$ cat config.mk
export PLATFORM = sky130hd
export DESIGN_NAME = wheel_speed_ramp_flat
export DESIGN_NICKNAME = d
export VERILOG_FILES = /design/src/rtl/wheel_speed_ramp_if.sv /design/src/rtl/wheel_speed_ramp.sv /design/src/flat_wrapper.sv
export SDC_FILE = /design/constraint.sdc
export NUM_CORES = 1
export LEC_CHECK = 0
export CAP_MARGIN = 5
export CORE_AREA = 2 2 72 74
export DETAILED_ROUTE_END_ITERATION = 10
export DIE_AREA = 0 0 74 76
export GPL_ROUTABILITY_DRIVEN = 0
export HOLD_SLACK_MARGIN = 0.1
export PLACE_DENSITY = 0.57
export SYNTH_ARGS = -nofsm -noshare
export SYNTH_HDL_FRONTEND = slang
export SYNTH_SLANG_ARGS = --single-unit
$ cat constraint.sdc
create_clock -name clk -period 10.8 [get_ports clk]
set_input_delay 1.08 -clock clk [delete_from_list [all_inputs] [get_ports clk]]
set_output_delay 1.08 -clock clk [all_outputs]
set_load 0.02 [all_outputs]
$ cat src/rtl/wheel_speed_ramp_if.sv
// Target-speed command handshake between the motion planner and the wheel speed ramp.
interface wheel_speed_ramp_if;
  logic       cmd_valid;
  logic       cmd_ready;
  logic [2:0] cmd_speed;

  modport master (output cmd_valid, output cmd_speed, input cmd_ready);
  modport slave  (input cmd_valid, input cmd_speed, output cmd_ready);
endinterface

$ cat src/rtl/wheel_speed_ramp.sv
// Rate-limited speed ramp: walks bin_speed one level per RAMP_DIV cycles toward the
// latched target, with an emergency stop that forces speed 0 on the next edge.
module wheel_speed_ramp #(
  parameter int unsigned RAMP_DIV  = 1000,
  parameter int unsigned MAX_SPEED = 7
) (
  input  logic                clk,
  input  logic                rst,
  wheel_speed_ramp_if.slave   cmd,
  input  logic                estop,
  output logic [2:0]          bin_speed,
  output logic                at_target,
  output logic                done,
  output logic                busy
);

  localparam int unsigned CNT_W = 16;
  localparam int unsigned SPD_W = 3;
  localparam logic [CNT_W-1:0] STEP_AT = CNT_W'(RAMP_DIV - 1);
  localparam logic [SPD_W-1:0] SPD_MAX = SPD_W'(MAX_SPEED);

  typedef enum logic [1:0] {
    IDLE  = 2'd0,
    RAMP  = 2'd1,
    ESTOP = 2'd2
  } state_t;

  state_t             state;
  logic [SPD_W-1:0]   target;
  logic [CNT_W-1:0]   count;

  logic               accept;
  logic [SPD_W-1:0]   cmd_clamped;
  logic [SPD_W-1:0]   eff_target;
  logic [SPD_W-1:0]   stepped_speed;
  logic               step_now;

  assign cmd.cmd_ready = (state != ESTOP) && !estop;
  assign accept        = cmd.cmd_valid && cmd.cmd_ready;
  assign cmd_clamped   = (cmd.cmd_speed > SPD_MAX) ? SPD_MAX : cmd.cmd_speed;

  // A command landing on a step edge steers that very step.
  assign eff_target    = accept ? cmd_clamped : target;
  assign step_now      = (count == STEP_AT);
  assign stepped_speed = (eff_target > bin_speed) ? bin_speed + SPD_W'(1)
                                                  : bin_speed - SPD_W'(1);

  assign busy      = (state == RAMP);
  assign at_target = (state == IDLE);

  // Sequencer: reset, then estop, then command accept, then prescaled stepping.
  always_ff @(posedge clk) begin
    if (rst) begin
      state     <= IDLE;
      target    <= '0;
      bin_speed <= '0;
      count     <= '0;
      done      <= 1'b0;
    end else if (estop) begin
      state     <= ESTOP;
      target    <= '0;
      bin_speed <= '0;
      count     <= '0;
      done      <= 1'b0;
    end else begin
      done <= 1'b0;
      if (accept) begin
        target <= cmd_clamped;
      end
      case (state)
        IDLE: begin
          if (accept) begin
            if (cmd_clamped == bin_speed) begin
              done <= 1'b1;
            end else begin
              count <= '0;
              state <= RAMP;
            end
          end
        end
        RAMP: begin
          if (accept && (cmd_clamped == bin_speed)) begin
            // Retargeted onto the current level: finish without another step.
            state <= IDLE;
            count <= '0;
            done  <= 1'b1;
          end else if (step_now) begin
            count     <= '0;
            bin_speed <= stepped_speed;
            if (stepped_speed == eff_target) begin
              state <= IDLE;
              done  <= 1'b1;
            end
          end else begin
            count <= count + CNT_W'(1);
          end
        end
        ESTOP: begin
          state <= IDLE;
        end
        default: begin
          state <= IDLE;
        end
      endcase
    end
  end

endmodule

$ cat src/flat_wrapper.sv
// flat-port wrapper written by rule: the top's interface ports become plain ports
module wheel_speed_ramp_flat 
#(
  parameter int unsigned RAMP_DIV  = 1000,
  parameter int unsigned MAX_SPEED = 7
)
  (clk, rst, estop, bin_speed, at_target, done, busy, cmd_cmd_valid, cmd_cmd_speed, cmd_cmd_ready);
  wheel_speed_ramp_if cmd_i ();
  input  logic clk;
  input  logic rst;
  input  logic estop;
  output logic [2:0] bin_speed;
  output logic at_target;
  output logic done;
  output logic busy;
  input wire logic [$bits(cmd_i.cmd_valid)-1:0] cmd_cmd_valid;
  input wire logic [$bits(cmd_i.cmd_speed)-1:0] cmd_cmd_speed;
  output wire logic [$bits(cmd_i.cmd_ready)-1:0] cmd_cmd_ready;
  assign cmd_i.cmd_valid = cmd_cmd_valid;
  assign cmd_i.cmd_speed = cmd_cmd_speed;
  assign cmd_cmd_ready = cmd_i.cmd_ready;
  wheel_speed_ramp #(.RAMP_DIV(RAMP_DIV), .MAX_SPEED(MAX_SPEED)) u_core (.clk(clk), .rst(rst), .cmd(cmd_i), .estop(estop), .bin_speed(bin_speed), .at_target(at_target), .done(done), .busy(busy));
endmodule
# Yosys cells after proc, flatten, opt, wreduce, memory -nomap -nowiden
# Index checks and enable logic that the tools add are counted.
totals:
  register_bits: 25
  elab_cells: 57
op_classes:
  n_addsub: 3
  magnitude_cmp: 2
  n_eq_ne: 13
  n_mux: 21
  n_bitwise: 1
  reduce_logical: 11
op_table:
  columns: ["op", "count"]
  rows:
  - ["two-way mux 16 bit", 4]
  - ["one-hot mux 16 bit (2 select lines)", 1]
  - ["adder 16 x 1 -> 16 bit, second input constant", 1]
  - ["equality test 16 x 10 -> 1 bit, second input constant", 1]
  - ["two-way mux 2 bit", 6]
  - ["two-way mux 3 bit", 3]
  - ["!= test 4 x 2 -> 1 bit, second input constant", 2]
  - ["AND reduction 4 bit", 2]
  - ["equality test 3 bit", 2]
  - ["!= test 3 x 1 -> 1 bit, second input constant", 2]
  - ["AND reduction 3 bit", 2]
  - ["two-way mux 1 bit", 5]
  - ["!= test 2 bit, second input constant", 2]
  - ["one-hot mux 2 bit (2 select lines)", 1]
  - ["adder 3 x 1 -> 3 bit, second input constant", 1]
  - ["> comparator 3 bit", 1]
  - ["> comparator 3 bit, second input constant", 1]
  - ["logical AND 1 bit", 3]
  - ["!= test 3 x 2 -> 1 bit, second input constant", 1]
  - ["!= test 3 bit, second input constant", 1]
  - ["subtractor 3 x 1 -> 3 bit, second input constant", 1]
  - ["equality test 2 x 1 -> 1 bit, second input constant", 1]
  - ["zero test 2 bit", 1]
  - ["!= test 2 x 1 -> 1 bit, second input constant", 1]
  - ["other kinds (5)", 5]

# Longest topological paths before layout
# Gate-level depths: netlist (run 1).
depth:
  ltp_word: 12
  ltp_mapped: 15

# Least setup slack after synthesis (run 1)
# No wires, ideal clock.
synth_timing:
  path_kind: "input to register"
  startpoint: "in estop"
  endpoint: "reg u_core.state[0]"
  t_arrival_ps: 3989
  setup_slack_ps: 6679
  path_stages: 13
  path_buffers: 1
  cell_sequence: "or3b_1 > buf_6 > mux2i_2 > inv_1 > ha_1 > a211oi_1 > nor3_1 > fa_1 > or3_1 > o211ai_1 > xnor2_1 > nor4_2 > o32ai_1"
synth_via:
  elab_chain_len: 9
  elab_cells_between_ends: 15
synth_lines:
  columns: ["item", "line_no", "source"]
  rows:
  - ["start: declaration", "flat_wrapper.sv:11", "input logic estop;"]
  - ["zero test 1 bit (*)", "wheel_speed_ramp.sv:38", "assign cmd.cmd_ready = (state != ESTOP) && !estop;"]
  - ["logical AND 1 bit (*)", "wheel_speed_ramp.sv:38", null]
  - ["logical AND 1 bit (*)", "wheel_speed_ramp.sv:39", "assign accept = cmd.cmd_valid && cmd.cmd_ready;"]
  - ["two-way mux 3 bit (*)", "wheel_speed_ramp.sv:43", "assign eff_target = accept ? cmd_clamped : target;"]
  - ["net u_core.eff_target[1]", "wheel_speed_ramp.sv:34", "logic [SPD_W-1:0] eff_target;"]
  - ["> comparator 3 bit", "wheel_speed_ramp.sv:45", "assign stepped_speed = (eff_target > bin_speed) ? bin_speed + SPD_W'(1)"]
  - ["two-way mux 3 bit", "wheel_speed_ramp.sv:45", null]
  - ["equality test 3 bit (*)", "wheel_speed_ramp.sv:90", "if (stepped_speed == eff_target) begin"]
  - ["!= test 3 x 1 -> 1 bit (no line) (*)", null, null]
  - ["AND reduction 4 bit (no line) (*)", null, null]
  - ["end signal: assignment", "wheel_speed_ramp.sv:54", "state <= IDLE;"]
  - ["end signal: assignment", "wheel_speed_ramp.sv:91", "state <= IDLE;"]
  - ["end signal: assignment", "wheel_speed_ramp.sv:99", "state <= IDLE;"]
  - ["end: declaration", "wheel_speed_ramp.sv:28", "state_t state;"]
# The timed path passes the listed nets; every way through them passes the cells marked *.
# A chain may end at the register's enable or synchronous reset.

# Final worst setup path (run 1)
layout_timing:
  startpoint: "in estop"
  endpoint: "reg u_core.done"
layout_via:
  elab_chain_len: 11
  elab_cells_between_ends: 14
layout_lines:
  columns: ["item", "line_no", "source"]
  rows:
  - ["zero test 1 bit (*)", "wheel_speed_ramp.sv:38", null]
  - ["logical AND 1 bit (*)", "wheel_speed_ramp.sv:38", null]
  - ["logical AND 1 bit (*)", "wheel_speed_ramp.sv:39", null]
  - ["two-way mux 3 bit (*)", "wheel_speed_ramp.sv:43", null]
  - ["net u_core.eff_target[1]", "wheel_speed_ramp.sv:34", null]
  - ["> comparator 3 bit", "wheel_speed_ramp.sv:45", null]
  - ["two-way mux 3 bit", "wheel_speed_ramp.sv:45", null]
  - ["equality test 3 bit (*)", "wheel_speed_ramp.sv:90", null]
  - ["two-way mux 1 bit (*)", "wheel_speed_ramp.sv:90", null]
  - ["two-way mux 1 bit (*)", "wheel_speed_ramp.sv:87", "end else if (step_now) begin"]
  - ["two-way mux 1 bit (*)", "wheel_speed_ramp.sv:82", "if (accept && (cmd_clamped == bin_speed)) begin"]
  - ["one-hot mux 1 bit (2 select lines) (*)", "wheel_speed_ramp.sv:70", "case (state)"]
  - ["end signal: assignment", "wheel_speed_ramp.sv:74", "done <= 1'b1;"]
  - ["end signal: assignment", "wheel_speed_ramp.sv:86", "done <= 1'b1;"]
  - ["end signal: assignment", "wheel_speed_ramp.sv:92", "done <= 1'b1;"]
  - ["end: declaration", "wheel_speed_ramp.sv:13", "output logic done,"]
# Marked as above.

==> summary.txt, run 1 <==
Outcome
  • Status: finished, final reports clean

Floorplan
  • Die Width: 74 µm
  • Core ar.: 4912 µm²
  • Starting Density: 0.2855
  • Row count: 26
  • Die height: 76 µm
  • Top-level I/O count: 14
  • Die Area: 5624 µm²

Global route
  • Initial antenna violation count: 0
  • GR Overflow Total: 0
  • Vias in the first global route: 1097
  • Largest net degree at the start of global routing: 15
  • First-pass GRT wire length: 5106 µm
  • All-layer global routing usage: 0.1124

Routing
  • Via count: 1202
  • Per-cell routed wire length: 12.22 µm
  • Vias/cell: 4.866
  • Initial drt markers: 50
  • Remaining DRCs: 0
  • Pre-antenna DRT Iters: 4
  • Drt total wl: 3019 µm
  • Antenna Nets Post-Route: 0

Yosys
  • Mapped Cells: 165
  • Cell area after synthesis: 1403 µm²
  • Number of enable flip-flop cells after synthesis: 0
  • Most frequent cells after synthesis: 25 x dfxtp_1, 21 x nor2_1, 12 x nand2_1, 12 x o21ai_0
  • Synth unique cells: 46
  • Fraction of registers with async set/reset: 0
  • Mean Syn Cell Area: 8.501 µm²
  • Yosys top cell by area: dfxtp_1
  • Post-synth top area share: 0.3568
  • Most common cell in the synthesized netlist: dfxtp_1
  • Sequential fraction of the synthesis area: 0.3568
  • Ys Warns: 0
  • Post-synthesis net count: 177
  • Ranking of synthesized cells by area: dfxtp_1 36%, nor2_1 5.6%, xor2_1 4.4%
  • Yosys reg bits: 25
  • Primary FF master, synth: dfxtp_1

Flow run
  • Max-Cap Viols: 0

Placed design
  • Final HPWL DP: 2184 µm
  • DP Area: 1592 µm²
  • Dpl cells: 243
  • Port Buffers: 13

Power and ir drop
  • Max VDD drop: 0.00004567 V
  • Leak: 0.5856 nW
  • Pwr Density: 102.1 nW/µm²
  • Total Power: 0.1671 mW

Critical path
  • WP data arrival: 4870 ps
  • Cells along the critical path: clkdlybuf4s50_1 -> or3b_1 -> mux2i_2 -> inv_1 -> ha_1 -> a211oi_1 -> nor3_1 -> fa_1 -> or3_1 -> o211ai_1 -> xnor2_1 -> nor4_2 -> a2bb2o_1
  • Slowest-stage cell, CP: or3b_1
  • Critical path endpoint category: flop
  • Worst stage delay on the critical path: 590 ps
  • Startpoint types: primary input
  • Critical setup path kind: primary input to flop
  • Req. time, crit path: 11010 ps
  • Critical path fanouts, max: 10

Clock tree
  • H-tree Lvls: 1
  • CTS buffer count: 3
  • Clk Latency, worst-skew pair: 270 ps
  • Clock Path Buffers: 2
  • Clock sinks: 25
  • CTS Hold Bufs: 0
  • Setup Fix Bufs, Post-CTS: 0
  • CTS clk-pin slew, worst paths: 90 ps
  • Post-CTS Resized: 0
  • CTS tree: done
  • CTS root buf: clkbuf_8

STA
  • Period utilization: 0.4313
  • Fmax achieved: 214.7 MHz
  • Period minus WS final: 4658 ps
  • Final Max Slew Viols: 0
  • RSZ-0062 raised after global routing: false
  • Worst-margin pin slew: 824.0 ps
  • Final Hold Viols: 0
  • Final setup viols: 0
  • Clock Skews: 3.067 ps
  • Setup TNS: 0 ps
  • Final hold slack: 471.9 ps
  • Max-slew headroom: 0.4495

Cells and area
  • Area growth syn-to-layout: 16.68%
  • Final Non-Filler Cells: 247
  • Final instance area: 1637 µm²
  • Final nets: 190
  • Fillers: 512
  • Diodes inserted: 0
  • Layout cells sized above 1: 0.06215

Min path
  • Min-delay worst type: flop to flop
## final cells by class
| class | count | area (µm²) | area share |
|---|---|---|---|
| inverter | 8 | 30.03 | 0.01835 |
| tap | 70 | 87.58 | 0.05352 |
| clock buffer | 4 | 45.04 | 0.02752 |
| timing repair buffer | 13 | 130.1 | 0.07951 |
| sequential | 25 | 500.5 | 0.3058 |
| multi-input combinational | 127 | 843.3 | 0.5153 |
## final timing paths
check	from	endpoint	slack, ps	depth (start not counted)
worst max-delay path	estop	u_core.done	6140	13
worst min-delay path	u_core.count[9]	u_core.count[9]	470	1
worst max register to register	u_core.state[1]	u_core.done	6940	13
worst min register to register	u_core.count[9]	u_core.count[9]	470	1
## flip-flops by register name, summed over array words and instances (netlist names)
register / flops
u_core.bin_speed: 3
u_core.count: 16
u_core.done: 1
u_core.state: 2
u_core.target: 3
## metal layers
layer | share of wire | global-route usage | vias up
li1 | - | - | 625
met1 | 0.51 | 0.1570 | 559
met2 | 0.45 | 0.1777 | 16
met3 | 0.032 | 0.02778 | 2
met4 | 0.0026 | 0.01636 | 0
met5 | 0 | 0 | -
## report_power, final
| part | switching [mW] | internal (mW) | leakage (nW) |
|---|---|---|---|
| combinational | 0.00941 | 0.00849 | 0.361 |
| sequential | 0.000578 | 0.0927 | 0.202 |
| clock | 0.0295 | 0.0264 | 0.0228 |
## stage by stage
step,util,worst slack [ps]
after floorplan,-,6679
after global placement,0.3240,5929
after detailed placement,0.3240,5858
after CTS,0.3332,6142
after global routing,0.3332,5823
final,0.3332,6142
## cells in the final DEF, fill, tap and decap left out, drive strengths merged, types with 3 or more instances in the layout
cell type,instances
dfxtp,25
nor2,21
clkdlybuf4s50,13
o21ai,13
nand2,12
inv,8
a31oi,8
xor2,7
nand4,6
and3,5
nor3,4
ha,4
clkbuf,4
a211oi,3
or3,3
xnor2,3
nand3,3
a21oi,3
mux2i,3
nor2b,3
## critical path, delay by kind of cell
kind            cells  cell delay (ps)
buf+inv             2              530
fa+ha+maj           2              700
mux                 1              310
xor+xnor            1              130
compound gates      3              770
simple gates        4             1350
## kinds of logic after synthesis
group                    after synthesis  share of synthesized area
adder cells (fa/ha/maj)                5                    0.04996
buffers and inverters                 13                    0.04193
flip-flops                            25                     0.3568
AND/OR/NAND/NOR                       67                     0.2534
XOR/XNOR                              10                    0.06245
AO/OA/AOI/OAI                         41                     0.2034
multiplexers                           4                    0.03211
(Power assumes the default switching activity.)
==> run 2: changes to the inputs <==
clock period = 4.7 ns   (was 10.8 ns; I/O delays follow)
==> run 2 against run 1 <==
Cell area unchanged. Power grew 130%. Critical path type unchanged. Setup slack worse by 5500 ps. Worst hold slack improved by 1.2 ps. Clock power up 130%. Sequential power up 130%.
==> summary.txt, run 2 (synthesis gave the netlist of run 1 again) <==
Outcome
  • Status: finished, final reports clean (unchanged)

Critical path
  • Req. time, crit path: 4910 ps (was 11010 ps)
  • Worst R2R Start: u_core.state[1] (unchanged)
  • Critical setup path kind: primary input to flop (unchanged)
  • Critical path fanouts, max: 10 (unchanged)
  • FF-to-FF path depth: 13 (unchanged)
  • R2R Path End: u_core.done (unchanged)
  • Flop2flop setup slack: 830 ps (was 6940 ps)
  • Critical path endpoint category: flop (unchanged)
  • WP data arrival: 4280 ps (was 4870 ps)
  • Startpoint types: primary input (unchanged)

Routing
  • Max Used Layer: met4 (unchanged)
  • DR WL met2: 1336 µm (was 1369 µm)
  • Drt total wl: 2989 µm (was 3019 µm)
  • Via count: 1203 (was 1202)
  • Antenna Nets Post-Route: 0 (unchanged)
  • Per-cell routed wire length: 12.10 µm (was 12.22 µm)
  • Vias/cell: 4.870 (was 4.866)
  • Routed met1 length: 1530 µm (was 1543 µm)
  • Met3 routed WL: 102 µm (was 98 µm)
  • Pre-antenna DRT Iters: 4 (unchanged)
  • Initial drt markers: 54 (was 50)
  • Remaining DRCs: 0 (unchanged)

Clock tree
  • CTS clk-pin slew, worst paths: 90 ps (about the same)
  • Post-CTS Resized: 0 (unchanged)
  • Clock sinks: 25 (unchanged)
  • Clk Latency, worst-skew pair: 260 ps (was 270 ps)
  • CTS tree: done (unchanged)
  • CTS buffer count: 3 (unchanged)
  • CTS root buf: clkbuf_8 (unchanged)
  • CTS Hold Bufs: 0 (unchanged)
  • Setup Fix Bufs, Post-CTS: 0 (unchanged)
  • Clock Path Buffers: 2 (unchanged)
  • H-tree Lvls: 1 (unchanged)

Placed design
  • DP Area: 1592 µm² (unchanged)
  • Port Buffers: 13 (unchanged)
  • Final HPWL DP: 2170 µm (was 2184 µm)
  • Dpl cells: 243 (unchanged)

Power and ir drop
  • Leak: 0.5856 nW (unchanged)
  • Max VDD drop: 0.00009068 V (was 0.00004567 V)
  • Power share of the clock group: 0.332 (was 0.335)
  • Power share of the sequential group: 0.560 (was 0.558)
  • Switching share of total power: 0.2346 (was 0.2366)
  • Logic pwr share: 0.108 (was 0.107)
  • Switching power: 0.08979 mW (was 0.03953 mW)
  • Pwr Density: 233.9 nW/µm² (was 102.1 nW/µm²)
  • Internal power: 0.2929 mW (was 0.1275 mW)

Cells and area
  • Largest register FFs: 16 (unchanged)
  • Biggest regs: u_core.count x16, u_core.bin_speed x3, u_core.target x3 (unchanged)
  • Area growth syn-to-layout: 16.68% (unchanged)
  • Final core utilization: 0.3332 (unchanged)
  • Diodes inserted: 0 (unchanged)
  • Final nets: 190 (unchanged)
  • Final Non-Filler Cells: 247 (unchanged)
  • Fillers: 520 (was 512)
  • Most frequent cells in the layout: 25 x dfxtp_1, 21 x nor2_1, 13 x clkdlybuf4s50_1 (unchanged)
  • Final instance area: 1637 µm² (unchanged)
  • Layout cells sized above 1: 0.06215 (unchanged)
  • Reg with most FFs: u_core.count (unchanged)
  • Commonest non-fill, non-tap cell in the layout: dfxtp_1 (unchanged)

STA
  • Max-slew headroom: 0.4540 (was 0.4495)
  • Final Max Slew Viols: 0 (unchanged)
  • Worst-margin pin slew: 817.4 ps (was 824.0 ps)
  • Clock Skews: 1.563 ps (was 3.067 ps)
  • Period minus WS final: 4067 ps
  • Final Hold Viols: 0 (unchanged)
  • Setup TNS: 0 ps (unchanged)
  • Fmax achieved: 245.9 MHz
  • Period utilization: 0.8653
  • Final setup viols: 0 (unchanged)
  • RSZ-0062 raised after global routing: false (unchanged)

Min path
  • Hold endpoint: u_core.count[9] (unchanged)
  • WHS Path Cells: 1 (unchanged)
  • Hold path start: u_core.count[9] (unchanged)
  • Min-delay worst type: flop to flop (unchanged)

Global route
  • Vias in the first global route: 1146 (was 1097)
  • All-layer global routing usage: 0.1166 (was 0.1124)
  • GR Overflow Total: 0 (unchanged)
  • First-pass GRT wire length: 5264 µm (was 5106 µm)
  • Initial antenna violation count: 0 (unchanged)
  • Largest net degree at the start of global routing: 15 (unchanged)

Floorplan
  • Row count: 26 (unchanged)
  • Die Area: 5624 µm² (unchanged)
  • Starting Density: 0.2855 (unchanged)
  • Die Width: 74 µm (unchanged)
  • Top-level I/O count: 14 (unchanged)
  • Die height: 76 µm (unchanged)
  • Core ar.: 4912 µm² (unchanged)

Flow run
  • Max-Cap Viols: 0 (unchanged)
[run 2: how the worst max path moves through the flow]
stage          start               to  slack (ps)  depth (start not counted)
5_1_grt        estop      u_core.done         340                         13
3_3_place_gp   estop  u_core.state[0]         440                         13
2_1_floorplan  estop  u_core.state[0]        1190                         13
4_1_cts        estop      u_core.done         650                         13
6_report       estop      u_core.done         630                         13
3_5_place_dp   estop      u_core.done         360                         13
[run 2: stage by stage]
step	power [mW]	setup slack, ps	hold WS (ps)
floorplan	0.2474	1189	430.6
global placement	0.2610	439.3	447.1
detailed placement	0.2607	364.1	455.9
CTS	0.3881	650.5	474.5
global route	0.4017	340.1	503.6
finish	0.3827	633.3	473.2
[run 2: layout make-up]
class	instances	area [µm²]	area share
multi-input cells	127	843.3	0.5153
flip-flops and latches	25	500.5	0.3058
repair buffers	13	130.1	0.07951
well taps	70	87.58	0.05352
clock buffers	4	45.04	0.02752
inverters	8	30.03	0.01835
[run 2: layer usage]
layer  vias up  global-route usage
met5         -                   0
met4         0             0.02182
met3         2             0.03175
met2        17              0.1813
met1       560              0.1619
li1        624                   -
[run 2: critical path, stage by stage]
cell             delay (ps)
clkdlybuf4s50_1         460
or3b_1                  600
mux2i_2                 310
inv_1                    80
ha_1                    300
a211oi_1                300
nor3_1                  100
fa_1                    400
or3_1                   370
o211ai_1                290
xnor2_1                 130
nor4_2                  280
a2bb2o_1                180
[run 2: power by group through the flow]
| stage | combinational (mW) | clock, mW | sequential, mW |
|---|---|---|---|
| detailed placement | 0.0414 | 0 | 0.219 |
| global route | 0.0457 | 0.141 | 0.215 |
| floorplan | 0.0284 | 0 | 0.219 |
| finish | 0.0412 | 0.127 | 0.214 |
| CTS | 0.0415 | 0.132 | 0.214 |
| global placement | 0.0417 | 0 | 0.219 |
